### config.mk
export PLATFORM = sky130hd
export DESIGN_NAME = result_bus_arbiter
export DESIGN_NICKNAME = d
export VERILOG_FILES = /design/src/rtl/core_pkg.sv /design/src/rtl/rr_pick.sv /design/src/rtl/result_bus_arbiter.sv
export SDC_FILE = /design/constraint.sdc
export NUM_CORES = 1
export LEC_CHECK = 0
export CAP_MARGIN = 20
export CORE_ASPECT_RATIO = 0.9
export CORE_MARGIN = 10
export CORE_UTILIZATION = 25
export CTS_CLUSTER_DIAMETER = 50
export CTS_CLUSTER_SIZE = 8
export DETAILED_ROUTE_END_ITERATION = 10
export SLEW_MARGIN = 10
export SYNTH_ARGS = -nofsm -noshare
export SYNTH_HDL_FRONTEND = slang
export SYNTH_SLANG_ARGS = --single-unit
### constraint.sdc
create_clock -name clk -period 2.95 [get_ports clk]
set_clock_uncertainty 0.2 [all_clocks]
set_input_delay 0.59 -clock clk [delete_from_list [all_inputs] [get_ports clk]]
set_output_delay 0.59 -clock clk [all_outputs]
set_load 0.02 [all_outputs]
### src/rtl/core_pkg.sv
`default_nettype none
// ============================================================================
//  Module      : core_pkg
//  Description : Shared result-path definitions for the out-of-order core.
//                Holds the natural result data/tag widths, the result record
//                written by the ROB and register-bank writers, and a small
//                index-wrapping helper used by round-robin logic.
//  Revision    : 1.0 - initial release
// ============================================================================
package core_pkg;

    // Natural widths of the result path.
    localparam int CORE_DATA_W = 16;
    localparam int CORE_TAG_W  = 4;

    // One result as seen by the register bank / ROB write side.
    typedef struct packed {
        logic [CORE_DATA_W-1:0] data;
        logic [CORE_TAG_W-1:0]  tag;
    } result_t;

    // Reduce idx into 0..n-1. The arguments stay below 2*n, so a single
    // conditional subtract is enough. Non-power-of-two n wraps explicitly.
    function automatic int wrap_idx(input int idx, input int n);
        return (idx >= n) ? (idx - n) : idx;
    endfunction

endpackage : core_pkg
`default_nettype wire

### src/rtl/rr_pick.sv
`default_nettype none
// ============================================================================
//  Module      : rr_pick
//  Description : Combinational rotate-priority picker. Starting at index
//                ptr and moving upward (mod NUM_REQ), the first asserted
//                request bit wins.
//  Ports       : req        - request vector, one bit per unit
//                ptr        - highest-priority index this cycle (< NUM_REQ)
//                winner     - index of the winning request (0 when none)
//                any_valid  - at least one request bit is set
//  Revision    : 1.0 - initial release
// ============================================================================
module rr_pick
    import core_pkg::*;
#(
    parameter int NUM_REQ = 4,
    parameter int SRC_W   = $clog2(NUM_REQ)
) (
    input  logic [NUM_REQ-1:0] req,
    input  logic [SRC_W-1:0]   ptr,
    output logic [SRC_W-1:0]   winner,
    output logic               any_valid
);

    // Walk offsets from farthest to nearest so that the last match written
    // is the one closest to ptr, i.e. the highest-priority requester.
    always_comb begin
        int w_idx;
        winner = '0;
        w_idx  = 0;
        for (int k = NUM_REQ - 1; k >= 0; k--) begin
            w_idx = wrap_idx(int'(ptr) + k, NUM_REQ);
            if (req[w_idx]) begin
                winner = SRC_W'(w_idx);
            end
        end
    end

    assign any_valid = |req;

endmodule : rr_pick
`default_nettype wire

### src/rtl/result_bus_arbiter.sv
`default_nettype none
// ============================================================================
//  Module      : result_bus_arbiter
//  Description : Round-robin arbiter sharing one registered result bus among
//                NUM_REQ functional units. At most one valid/ready handshake
//                per cycle; the winner is captured into the bus register,
//                which holds while the consumer stalls.
//  Ports       : clk        - system clock, rising edge
//                rst        - synchronous, active-high reset
//                req_valid  - per-unit result valid
//                req_data   - per-unit data, unit i at [i*DATA_W +: DATA_W]
//                req_tag    - per-unit tag,  unit i at [i*TAG_W +: TAG_W]
//                req_ready  - one-hot (or zero) accept strobe, combinational
//                bus_stall  - consumer cannot take the bus value this cycle
//                bus_valid  - bus holds a valid result
//                bus_data   - registered result data
//                bus_tag    - registered destination tag
//                bus_src    - index of the unit that produced the bus value
//  Revision    : 1.0 - initial release
// ============================================================================
module result_bus_arbiter
    import core_pkg::*;
#(
    parameter int NUM_REQ = 4,
    parameter int DATA_W  = CORE_DATA_W,
    parameter int TAG_W   = CORE_TAG_W,
    parameter int SRC_W   = $clog2(NUM_REQ)
) (
    input  logic                      clk,
    input  logic                      rst,
    input  logic [NUM_REQ-1:0]        req_valid,
    input  logic [NUM_REQ*DATA_W-1:0] req_data,
    input  logic [NUM_REQ*TAG_W-1:0]  req_tag,
    output logic [NUM_REQ-1:0]        req_ready,
    input  logic                      bus_stall,
    output logic                      bus_valid,
    output logic [DATA_W-1:0]         bus_data,
    output logic [TAG_W-1:0]          bus_tag,
    output logic [SRC_W-1:0]          bus_src
);

    // ------------------------------------------------------------------------
    // State
    // ------------------------------------------------------------------------
    logic                r_bus_valid;
    logic [DATA_W-1:0]   r_bus_data;
    logic [TAG_W-1:0]    r_bus_tag;
    logic [SRC_W-1:0]    r_bus_src;
    logic [SRC_W-1:0]    r_rr_ptr;

    // ------------------------------------------------------------------------
    // Combinational grant path
    // ------------------------------------------------------------------------
    logic                w_load;
    logic                w_any_valid;
    logic                w_accept;
    logic [SRC_W-1:0]    w_winner;
    logic [SRC_W-1:0]    w_next_ptr;
    logic [DATA_W-1:0]   w_sel_data;
    logic [TAG_W-1:0]    w_sel_tag;

    // The bus register can take a new value when it is empty or the
    // consumer is taking the current one.
    assign w_load = ~r_bus_valid | ~bus_stall;

    rr_pick #(
        .NUM_REQ (NUM_REQ),
        .SRC_W   (SRC_W)
    ) u_rr_pick (
        .req       (req_valid),
        .ptr       (r_rr_ptr),
        .winner    (w_winner),
        .any_valid (w_any_valid)
    );

    // Reset blocks any handshake so a request is never acknowledged and
    // then discarded.
    assign w_accept = ~rst & w_load & w_any_valid;

    // Grant strobe is formed only from the pick result, never from any
    // requester's own ready, so there is no combinational loop through it.
    always_comb begin
        req_ready = '0;
        for (int i = 0; i < NUM_REQ; i++) begin
            if (w_accept && (w_winner == SRC_W'(i))) begin
                req_ready[i] = 1'b1;
            end
        end
    end

    // Winner data/tag mux, written as an explicit compare per unit to keep
    // index arithmetic out of the part-select.
    always_comb begin
        w_sel_data = '0;
        w_sel_tag  = '0;
        for (int i = 0; i < NUM_REQ; i++) begin
            if (w_winner == SRC_W'(i)) begin
                w_sel_data = req_data[i*DATA_W +: DATA_W];
                w_sel_tag  = req_tag[i*TAG_W +: TAG_W];
            end
        end
    end

    // Pointer moves one past the winner; wraps explicitly for
    // non-power-of-two NUM_REQ so it never leaves 0..NUM_REQ-1.
    assign w_next_ptr = SRC_W'(wrap_idx(int'(w_winner) + 1, NUM_REQ));

    // ------------------------------------------------------------------------
    // Output register and round-robin pointer
    // ------------------------------------------------------------------------
    always_ff @(posedge clk) begin
        if (rst) begin
            r_bus_valid <= 1'b0;
            r_bus_data  <= '0;
            r_bus_tag   <= '0;
            r_bus_src   <= '0;
            r_rr_ptr    <= '0;
        end else if (w_load) begin
            if (w_any_valid) begin
                r_bus_valid <= 1'b1;
                r_bus_data  <= w_sel_data;
                r_bus_tag   <= w_sel_tag;
                r_bus_src   <= w_winner;
                r_rr_ptr    <= w_next_ptr;
            end else begin
                // Bubble: data/tag/src keep their last value for debug
                // visibility; only the valid flag drops.
                r_bus_valid <= 1'b0;
            end
        end
    end

    assign bus_valid = r_bus_valid;
    assign bus_data  = r_bus_data;
    assign bus_tag   = r_bus_tag;
    assign bus_src   = r_bus_src;

    // ------------------------------------------------------------------------
    // Structural invariants
    // ------------------------------------------------------------------------
    a_ready_onehot0 : assert property (@(posedge clk) $onehot0(req_ready));
    a_ptr_in_range  : assert property (@(posedge clk) disable iff (rst)
                                       (int'(r_rr_ptr) < NUM_REQ));
    a_src_in_range  : assert property (@(posedge clk) disable iff (rst)
                                       (int'(r_bus_src) < NUM_REQ));

endmodule : result_bus_arbiter
`default_nettype wire

Word level (Yosys, flattened, before mapping)
Index checks and enable logic that the tools add are counted.

Bits in registers: 25. Input bits: 87. Output and inout port bits: 27. Word-level logic and storage cells: 73.

Add/sub/neg operators: 9. $lt $le $gt $ge: 9. Equal/unequal tests: 3. Mux-type cells: 34. Bitwise operators: 6. Reductions and logical operators: 7.

Operator list (number): $lt 32x4->1 const B (4); $mux 32 (4); $ge 32x4->1 const B (3); $sub 32x4->32 const B (3); $mux 16 (4); $mux 4 (4); $mux 1 (13); $mux 2 (5); $bmux 1 s2 (4); $add 2x1->3 const B (2); $add 2x2->3 const B (2); $eq 2x2->1 const B (2); $logic_and 1x1->1 (4); $reduce_or 4->1 (1); $sub 2x3->4 const B (1); $ge 2x3->1 const B (1); $ge 3x3->1 const B (1); $not 1->1 (3); $and 1x1->1 (2); $eq 2x1->1 const B (1); $logic_not 2->1 (1); $reduce_and 2->1 (1); $sub 2x1->2 const B (1); $or 1x1->1 (1).

Logic depth before layout (Yosys ltp)
Gate-level depths: netlist of run 1.

Depth in word-level cells: 15. Gate-level depth with buffers: 11. Mapped depth without buffers: 9.

Hierarchy
From an unflattened synthesis of run 1, not the netlist that was laid out.

Cells, all modules: 227. Area total of the unflattened synthesis: 1818.0 µm².

Modules (own cells, without submodules): result_bus_arbiter (instances 1, cells each 214, area each 1740.4 µm², sequential area each 500.5 µm²); rr_pick (instances 1, cells each 13, area each 77.6 µm², sequential area each 0.0 µm²).

Worst setup path before layout of run 1
Ideal clock, no wire load.

Path type: input to output. From: in req_valid[1]. To: out req_ready[3]. Data arrival time: 1.926 ns. Required time: 2.160 ns. Slack: 0.234 ns. Cell stages on the path: 8. Path buffers: 2. Cell sequence: nand2b_1 > a21oi_1 > o32ai_1 > inv_1 > ha_1 > buf_1 > buf_2 > and2_1.

Word-level cells in the longest chain between the ends: 10. Elaborated cells on any way between the ends: 21. Those cells by class: eq/ne (1); mux (17); bitwise (1); reduce/logical (2).

Ends and longest elaborated chain: start, declared (RTL line result_bus_arbiter.sv:31) `input logic [NUM_REQ-1:0] req_valid,`; $bmux 1 s2 (RTL line rr_pick.sv:33) `if (req[w_idx]) begin`; $mux 1 (implied by the code) (2 in series) (RTL line rr_pick.sv:33); $mux 2 (3 in series) (RTL line rr_pick.sv:33); $mux 2 (*) (RTL line rr_pick.sv:33); named net u_rr_pick.winner[1] (RTL line rr_pick.sv:21) `output logic [SRC_W-1:0] winner,`; $eq 2x2->1 (*) (RTL line result_bus_arbiter.sv:85) `if (w_accept && (w_winner == SRC_W'(i))) begin`; $logic_and 1x1->1 (*) (RTL line result_bus_arbiter.sv:85); $mux 1 (*) (RTL line result_bus_arbiter.sv:85); end, declared (RTL line result_bus_arbiter.sv:34) `output logic [NUM_REQ-1:0] req_ready,`.

Mark *: on every way through the listed nets, which the timed path passes. The rest lies on a longest branch. The select of a mux whose other input is x is not followed.

Final worst setup path of run 1
From: in req_valid[0]. To: out req_ready[0].

Word-level cells in the longest chain between the ends: 10. Elaborated cells on any way between the ends: 21. Those cells by class: mux (17); bitwise (1); reduce/logical (3).

Ends and longest elaborated chain (RTL line): $bmux 1 s2 (rr_pick.sv:33); $mux 1 (implied by the code) (2 in series) (rr_pick.sv:33); $mux 2 (3 in series) (rr_pick.sv:33); $mux 2 (*) (rr_pick.sv:33); named net u_rr_pick.winner[0] (rr_pick.sv:21); $logic_not 2->1 (*) (result_bus_arbiter.sv:85); $logic_and 1x1->1 (*) (result_bus_arbiter.sv:85); $mux 1 (*) (result_bus_arbiter.sv:85).

Marks and branches as above.

==> flow_summary.yaml, run 1 <==
global_route:
  grt_pass1_vias: 2045
  grt_pass1_wl_mm: 10.89
  grt_max_degree: 41
  track_usage: 0.1226
  grt-ovfl-total: 0
  antenna_found_initial: 0
final_layout:
  diodes: 0
  final_util: 0.4660
  finalNetCount: 427
  drive_above_1_share: 0.1433
  finalNonFillerCells: 425
  syn_to_final_growth_pct: 77.87
worst_hold_path:
  hold_path_class: "reg2reg"
  hold_depth: 2
yosys:
  synth-edff-count: 0
  netlist_area_sq_um: 1753
  synth_warnings: 0
  synth.top_cell.area_share: 0.2855
  ys_seq_area_frac: 0.2855
  synth_area_leaders: "dfxtp_1 (29%), a211oi_1 (9.0%), nand3b_1 (9.0%)"
  synth_nets: 314
  synthFlopType: "dfxtp_1"
  synth_async_sr_flop_share: 0
  post-synth-top-count-cell: "dfxtp_1"
  netlist_top_cells_count: "dfxtp_1 (25), a21oi_1 (24), nor2_1 (23)"
  synth-seq-cells: 25
  synth_cell_type_count: 31
  synth_top_area_cell: "dfxtp_1"
  syn_area_per_cell_sq_um: 7.861
  postSynthCellCount: 223
clock_network:
  root_buffer: "clkbuf_8"
  clk_pin_slew_ns: 0.08
  cts_hold_buf: 0
  cts.sink_count: 25
  clockBufferDepth: 2
  cts_tree: "yes"
  cts_made_buffers: 3
  cts_max_level: 1
  clock_latency_ns: 0.27
pwr:
  p_sw_frac: 0.3697
  vdd.ir_drop.worst_mv: 0.2538
  p_leak_uw: 0.001220
  p_switching_uw: 530.5
  p_int_uw: 904.6
  clock_power_share: 0.142
  comb_power_share: 0.563
  seqPwrFrac: 0.296
  power_density_nw_per_um2: 460.3
die:
  rows: 28
  die-area_sq_um: 10770
  core_region_area_sq_um: 6691
  start_util: 0.2620
  fp.dieW_um: 108.3
  pin_count: 114
  die_y_um: 99.44
drt:
  vias: 2012
  dr.pass1.iters: 4
  postRouteAntennaNets: 0
  wirelength_mm: 7.027
  wire_per_inst_um: 16.53
  drtIter0Drc: 54
  via_per_inst: 4.734
  drc_errors: 0
setup_path:
  path_max_fanout: 4
  cp.required_ns: 2.16
  crit_type: "in2out"
  worstPathArrival_ns: 1.95
  worst_setup_path_end_kind: "primary output"
  worstRegToRegCells: 11
  cp-start-kind: "input port"
sta:
  period_minus_slack_ns: 2.735
  hold_viol: 0
  drv_slew: 0
  min_period_over_period: 0.9271
  setup_viol: 0
  rsz0062_at_grt: "false"
  fmax_mhz: 365.6
  slew_headroom: 0.5545
  worstMarginPinSlew_ns: 0.6682
placed_design:
  io_buffers: 113
  gp_congestion: 0.7854
  dp_cells: 418
  hpwl_mm: 5.199
outcome:
  status: "finished clean"
job:
  drv_cap: 0
==> through the flow <==
stage               hold WS, ns  instance area [sq um]  setup slack (ns)  total power [uW]   TNS (ns)
global route             0.3175                   3118            0.1324              1549          0
finish                   0.2941                   3118            0.2149              1435          0
global placement         0.2770                   2967           -0.4996              1194     -6.815
floorplan                0.2710                   1753            0.2344             881.0          0
detailed placement       0.2809                   2967           -0.5119              1204     -7.696
CTS                      0.2980                   3017         -0.005951              1422  -0.005951
==> metal layers <==
| layer | GRT usage | vias up | wire length [um] |
|---|---|---|---|
| met5 | 0 | - | 0 |
| met4 | 0.009119 | 0 | 20 |
| met3 | 0.06452 | 2 | 792 |
| met2 | 0.1971 | 83 | 2960 |
| met1 | 0.1478 | 887 | 3253 |
| li1 | - | 1040 | - |
==> state kept, by name (all words and copies together) (netlist names) <==
name	cells
bus_data	16
bus_src	2
bus_tag	4
bus_valid	1
r_rr_ptr	2
==> critical path: stages <==
cell	delay, ns
dlygate4sd2_1	0.26
and2b_2	0.21
nor3b_2	0.15
o22a_2	0.24
inv_2	0.06
ha_2	0.19
and2_4	0.13
buf_6	0.12
==> cell usage in the layout (no fill, tap or decap), types with 2 or more instances in the layout <==
cell type	count
and2_4	2
ha_2	3
a21oi_1	23
nor3b_1	2
nor3_1	18
buf_6	5
a221oi_1	15
a211oi_1	21
nor3_2	2
dfxtp_1	25
dlymetal6s2s_1	2
and2_1	2
buf_4	16
inv_1	21
nor2_1	23
dlygate4sd2_1	2
clkbuf_8	3
nand2_1	3
nand3b_1	21
clkdlybuf4s50_1	105
a221oi_2	5
==> worst paths after layout <==
kind / from / slack (ns) / endpoint
worst max-delay path: req_valid[0] / 0.21 / req_ready[0]
worst min-delay path: bus_data[6] / 0.29 / bus_data[6]
worst max register to register: r_rr_ptr[0] / 0.50 / bus_data[1]
worst min register to register: bus_data[6] / 0.29 / bus_data[6]
==> area by class of cell <==
class / count / area, sq um
inverter: 22 / 82.58
timing repair buffer: 131 / 1285
tap: 90 / 112.6
fill: 655 / 3573
multi-input combinational: 153 / 1092
sequential: 25 / 500.5
clock buffer: 4 / 45.04
==> cells by family (layout without fill, tap and decap cells) <==
group,after synthesis,in the layout,share of synthesized area
flip-flops,25,25,0.2855
buffers and inverters,45,157,0.1306
AND/OR/NAND/NOR,79,79,0.2584
AO/OA/AOI/OAI,70,70,0.2969
adder cells (fa/ha/maj),4,4,0.02855
==> power groups by stage <==
stage	clock network, uW	registers (uW)	logic, uW
after global routing	234	432	883
final	203	424	808
after floorplan	0	492	389
after CTS	218	424	779
after global placement	0	430	764
after detailed placement	0	431	773
==> timing repair <==
item	in CTS	in global routing
endpoints found under the setup margin	12	24
resized for setup	24	22
buffers inserted	1	2
pin swaps	1	3
No activity file was read; power rests on OpenSTA's default activity.
==> inputs of run 2 (changes only) <==
--- a/config.mk
+++ b/config.mk
@@ -16,3 +16,4 @@
 export SYNTH_ARGS = -nofsm -noshare
 export SYNTH_HDL_FRONTEND = slang
 export SYNTH_SLANG_ARGS = --single-unit
+export TNS_END_PERCENT = 50
==> run 2 against run 1 <==
Total power barely moved; non-clock buffer count did not move; global-route usage did not move; final area barely moved; sequential power barely moved; combinational power barely moved; highest routed layer unchanged.
==> flow_summary.yaml, run 2 (synthesis gave the netlist of run 1 again) <==
outcome:
  status: "finished clean"
drt:
  drtIter0Drc: 56
  vias: 2006
  postRouteAntennaNets: 0
  drc_errors: 0
  via_per_inst: 4.720
  dr.pass1.iters: 4
  wire_per_inst_um: 16.53
  wirelength_mm: 7.025
global_route:
  grt_pass1_wl_mm: 10.89
  grt_pass1_vias: 2045
  grt_max_degree: 41
  antenna_found_initial: 0
  grt-ovfl-total: 0
  track_usage: 0.1226
pwr:
  p_switching_uw: 530.6
  fin_total_pwr_uw: 1436
  comb_power_share: 0.563
  power_density_nw_per_um2: 460.3
  p_sw_frac: 0.3694
  seqPwrFrac: 0.295
  clock_power_share: 0.142
  p_int_uw: 905.8
  p_leak_uw: 0.001222
  vdd.ir_drop.worst_mv: 0.2482
sta:
  fmax_mhz: 365.5
  hold_viol: 0
  drv_slew: 0
  min_period_over_period: 0.9276
  worstMarginPinSlew_ns: 0.6668
  slew_headroom: 0.5554
  period_minus_slack_ns: 2.736
  setup_viol: 0
  rsz0062_at_grt: "false"
setup_path:
  worstPathArrival_ns: 1.95
  slowest_delay_ns: 0.26
  path_max_fanout: 4
  crit_family: "simple AND/OR/NAND/NOR gates"
  cp-start-kind: "input port"
  crit_start: "req_valid[0]"
  worst_setup_path_end_kind: "primary output"
  cp.required_ns: 2.16
  crit_buf_inv: 3
  regToRegStartpoint: "r_rr_ptr[0]"
  cp_slowest_cell: "dlygate4sd2_1"
  crit_type: "in2out"
  crit_chain: "dlygate4sd2_1, and2b_2, nor3b_2, o22a_2, inv_2, ha_2, and2_4, buf_6"
die:
  core_region_area_sq_um: 6691
  die-area_sq_um: 10770
  pin_count: 114
  rows: 28
  die_y_um: 99.44
  start_util: 0.2620
  fp.dieW_um: 108.3
clock_network:
  root_buffer: "clkbuf_8"
  cts_made_buffers: 3
  clk_pin_slew_ns: 0.08
  cts_tree: "yes"
  cts.sink_count: 25
  cts_max_level: 1
  clockBufferDepth: 2
  clock_latency_ns: 0.27
final_layout:
  diodes: 0
  drive_above_1_share: 0.1463
  finalNetCount: 427
  syn_to_final_growth_pct: 78.02
  most-common-layout-cells: "clkdlybuf4s50_1 (105), dfxtp_1 (25), a21oi_1 (23), nor2_1 (23)"
  largest_reg_flops: 16
  finalNonFillerCells: 425
  fin_area_sq_um: 3120
  final_common_cell: "clkdlybuf4s50_1"
placed_design:
  dp_cells: 418
  io_buffers: 113
  gp_congestion: 0.7854
  dpl-instance-area_sq_um: 2967
  hpwl_mm: 5.199
worst_hold_path:
  hold_path_startpoint: "bus_data[6]"
  hold_path_class: "reg2reg"
job:
  drv_cap: 0
[run 2: worst paths after layout]
kind | endpoint | slack (ns) | cells past startpoint
worst max-delay path | req_ready[0] | 0.21 | 8
worst min-delay path | bus_data[6] | 0.29 | 2
worst max register to register | bus_data[1] | 0.49 | 11
worst min register to register | bus_data[6] | 0.29 | 2
[run 2: what timing repair did]
action                                  4_1_cts  5_1_grt
endpoints found under the setup margin       12       24
pin swaps                                     1        3
gates resized for setup                      24       23
hold buffers                                  0        0
buffers inserted                              1        2
[run 2: metrics by stage]
step                hold WS [ns]    util  worst slack [ns]  setup TNS (ns)
floorplan                 0.2710       -            0.2344               0
global placement          0.2770  0.4433           -0.4996          -6.815
detailed placement        0.2809  0.4433           -0.5119          -7.696
CTS                       0.2980  0.4508         -0.005951       -0.005951
global route              0.3175  0.4663            0.1261               0
finish                    0.2942  0.4663            0.2136               0
[run 2: layout make-up]
cell class              count  area (sq um)
fillers                   657          3571
repair buffers            131          1285
multi-input cells         153          1095
flip-flops and latches     25         500.5
well taps                  90         112.6
inverters                  22         82.58
clock buffers               4         45.04
[run 2: power groups by stage]
stage	sequential [uW]	clock [uW]	combinational [uW]
finish	424	204	809
global route	432	234	884
CTS	424	218	779
global placement	430	0	764
detailed placement	431	0	773
floorplan	492	0	389
[run 2: tightest hold or removal path, stage by stage (launching register included)]
cell and delay, ns:
dfxtp_1 0.32, nor2_1 0.09, nor3_1 0.04
[run 2: per-layer routing]
metal	global-route usage	routed length (um)	vias to the layer above	share of wire
met5	0	0	-	0
met2	0.1971	2975	84	0.42
met3	0.06452	795	2	0.11
li1	-	-	1035	-
met1	0.1478	3233	885	0.46
met4	0.009119	20	0	0.0028
==> inputs of run 3 (changes only) <==
--- a/config.mk
+++ b/config.mk
@@ -12,6 +12,7 @@
 export CTS_CLUSTER_DIAMETER = 50
 export CTS_CLUSTER_SIZE = 8
 export DETAILED_ROUTE_END_ITERATION = 10
+export SETUP_SLACK_MARGIN = 0.4
 export SLEW_MARGIN = 10
 export SYNTH_ARGS = -nofsm -noshare
 export SYNTH_HDL_FRONTEND = slang
==> run 3 against run 2 <==
Cell count is 0.24% higher; total power is 2.7% higher; final area is 1.7% higher; die area stayed put; critical path type unchanged; critical endpoint is now req_ready[2].
==> flow_summary.yaml, run 3 (synthesis gave the netlist of run 1 again) <==
setup_path:
  slowest_delay_ns: 0.27
  worstPathArrival_ns: 1.80
  worst_setup_path_end_kind: "primary output"
  r2r-end: "bus_data[10]"
  cp.required_ns: 2.16
  worstRegToRegCells: 9
  path_max_fanout: 4
  cp-start-kind: "input port"
  regToRegStartpoint: "r_rr_ptr[1]"
  crit_type: "in2out"
  crit_chain: "buf_8, and2b_2, nor3b_2, o22a_2, inv_4, ha_4, and2_4, buf_6"
  cp_slowest_cell: "o22a_2"
  reg2reg_slack_ns: 0.54
clock_network:
  cts_setup_buffers: 0
  cts_max_level: 1
  cts_made_buffers: 3
  clock_latency_ns: 0.26
  root_buffer: "clkbuf_8"
  cts.sink_count: 25
  cts_hold_buf: 0
  clk_pin_slew_ns: 0.08
  clockBufferDepth: 2
  cts_tree: "yes"
pwr:
  fin_total_pwr_uw: 1475
  vdd.ir_drop.worst_mv: 0.1520
  p_leak_uw: 0.001219
  power_density_nw_per_um2: 465.0
final_layout:
  drive_above_1_share: 0.1667
  final_common_cell: "clkdlybuf4s50_1"
  largest_reg_flops: 16
  most-common-layout-cells: "clkdlybuf4s50_1 (105), dfxtp_1 (25), nor2_1 (22), a21oi_1 (22)"
  finalNetCount: 428
  syn_to_final_growth_pct: 81.01
  diodes: 0
  fin_area_sq_um: 3173
outcome:
  status: "finished clean"
job:
  drv_cap: 0
placed_design:
  dpl-instance-area_sq_um: 3007
  hpwl_mm: 5.632
  gp_congestion: 0.7579
  io_buffers: 113
sta:
  min_period_over_period: 0.8787
  hold_viol: 0
  whs_ns: 0.2932
  period_minus_slack_ns: 2.592
  slew_headroom: 0.6979
  worstMarginPinSlew_ns: 0.4531
  drv_slew: 0
  rsz0062_at_grt: "true"
  fmax_mhz: 385.8
  setup_viol: 0
die:
  die-area_sq_um: 10770
  rows: 28
  die_y_um: 99.44
  start_util: 0.2620
  pin_count: 114
  fp.dieW_um: 108.3
  core_region_area_sq_um: 6691
global_route:
  grt-ovfl-total: 0
  grt_pass1_wl_mm: 11.01
  grt_max_degree: 41
  grt_pass1_vias: 1969
  track_usage: 0.1266
  antenna_found_initial: 0
drt:
  drc_errors: 0
  via_per_inst: 4.765
  postRouteAntennaNets: 0
  vias: 2030
  wire_per_inst_um: 16.77
  dr.pass1.iters: 4
  wirelength_mm: 7.146
  drtIter0Drc: 60
worst_hold_path:
  hold_depth: 2
  hold_path_class: "reg2reg"
  hold_path_startpoint: "bus_data[1]"
  worstHoldEndpoint: "bus_data[1]"
run 3: how the worst max path moves through the flow:
stage	from	to	slack, ns	cells past startpoint
floorplan	req_valid[1]	req_ready[3]	0.40	8
global route	req_valid[1]	bus_data[2]	0.31	12
finish	req_valid[0]	req_ready[2]	0.36	8
CTS	req_valid[0]	req_ready[2]	0.33	8
detailed placement	req_valid[2]	req_ready[2]	-0.53	8
global placement	req_valid[2]	req_ready[2]	-0.47	8
run 3: layer usage:
layer,GRT usage,part of all wire
met5,0,0
met4,0.03343,0.0067
met3,0.02452,0.056
met2,0.2096,0.49
met1,0.1631,0.45
run 3: through the flow:
step	setup WS [ns]	utilization	std cells	setup TNS, ns
after global routing	0.3084	0.4742	426	0
after CTS	0.3254	0.4705	425	0
after global placement	-0.4679	0.4493	421	-7.036
final	0.3578	0.4742	426	0
after detailed placement	-0.5281	0.4493	421	-8.744
after floorplan	0.3982	-	223	0
run 3: repair_timing:
item / in CTS / in global routing
endpoints found under the setup margin: 24 / 21
pin swaps: 6 / 2
resized for setup: 65 / 3
hold endpoints to repair: 0 / 0
run 3: layout make-up:
class / count / area, sq um
inverter: 22 / 87.58
sequential: 25 / 500.5
tap: 90 / 112.6
clock buffer: 4 / 45.04
multi-input combinational: 153 / 1130
fill: 674 / 3518
timing repair buffer: 132 / 1297
run 3: critical path, delay by kind of cell:
family	cells	cell delay, ns
buffers and inverters	3	0.29
adders and majority gates	1	0.17
and+or+nand+nor	3	0.47
AOI/OAI and AO/OA	1	0.27
run 3: where the power goes:
group	total [uW]	internal, uW	switching (uW)
logic	852	438	414
clock network	197	96.4	100
registers	427	394	32.9
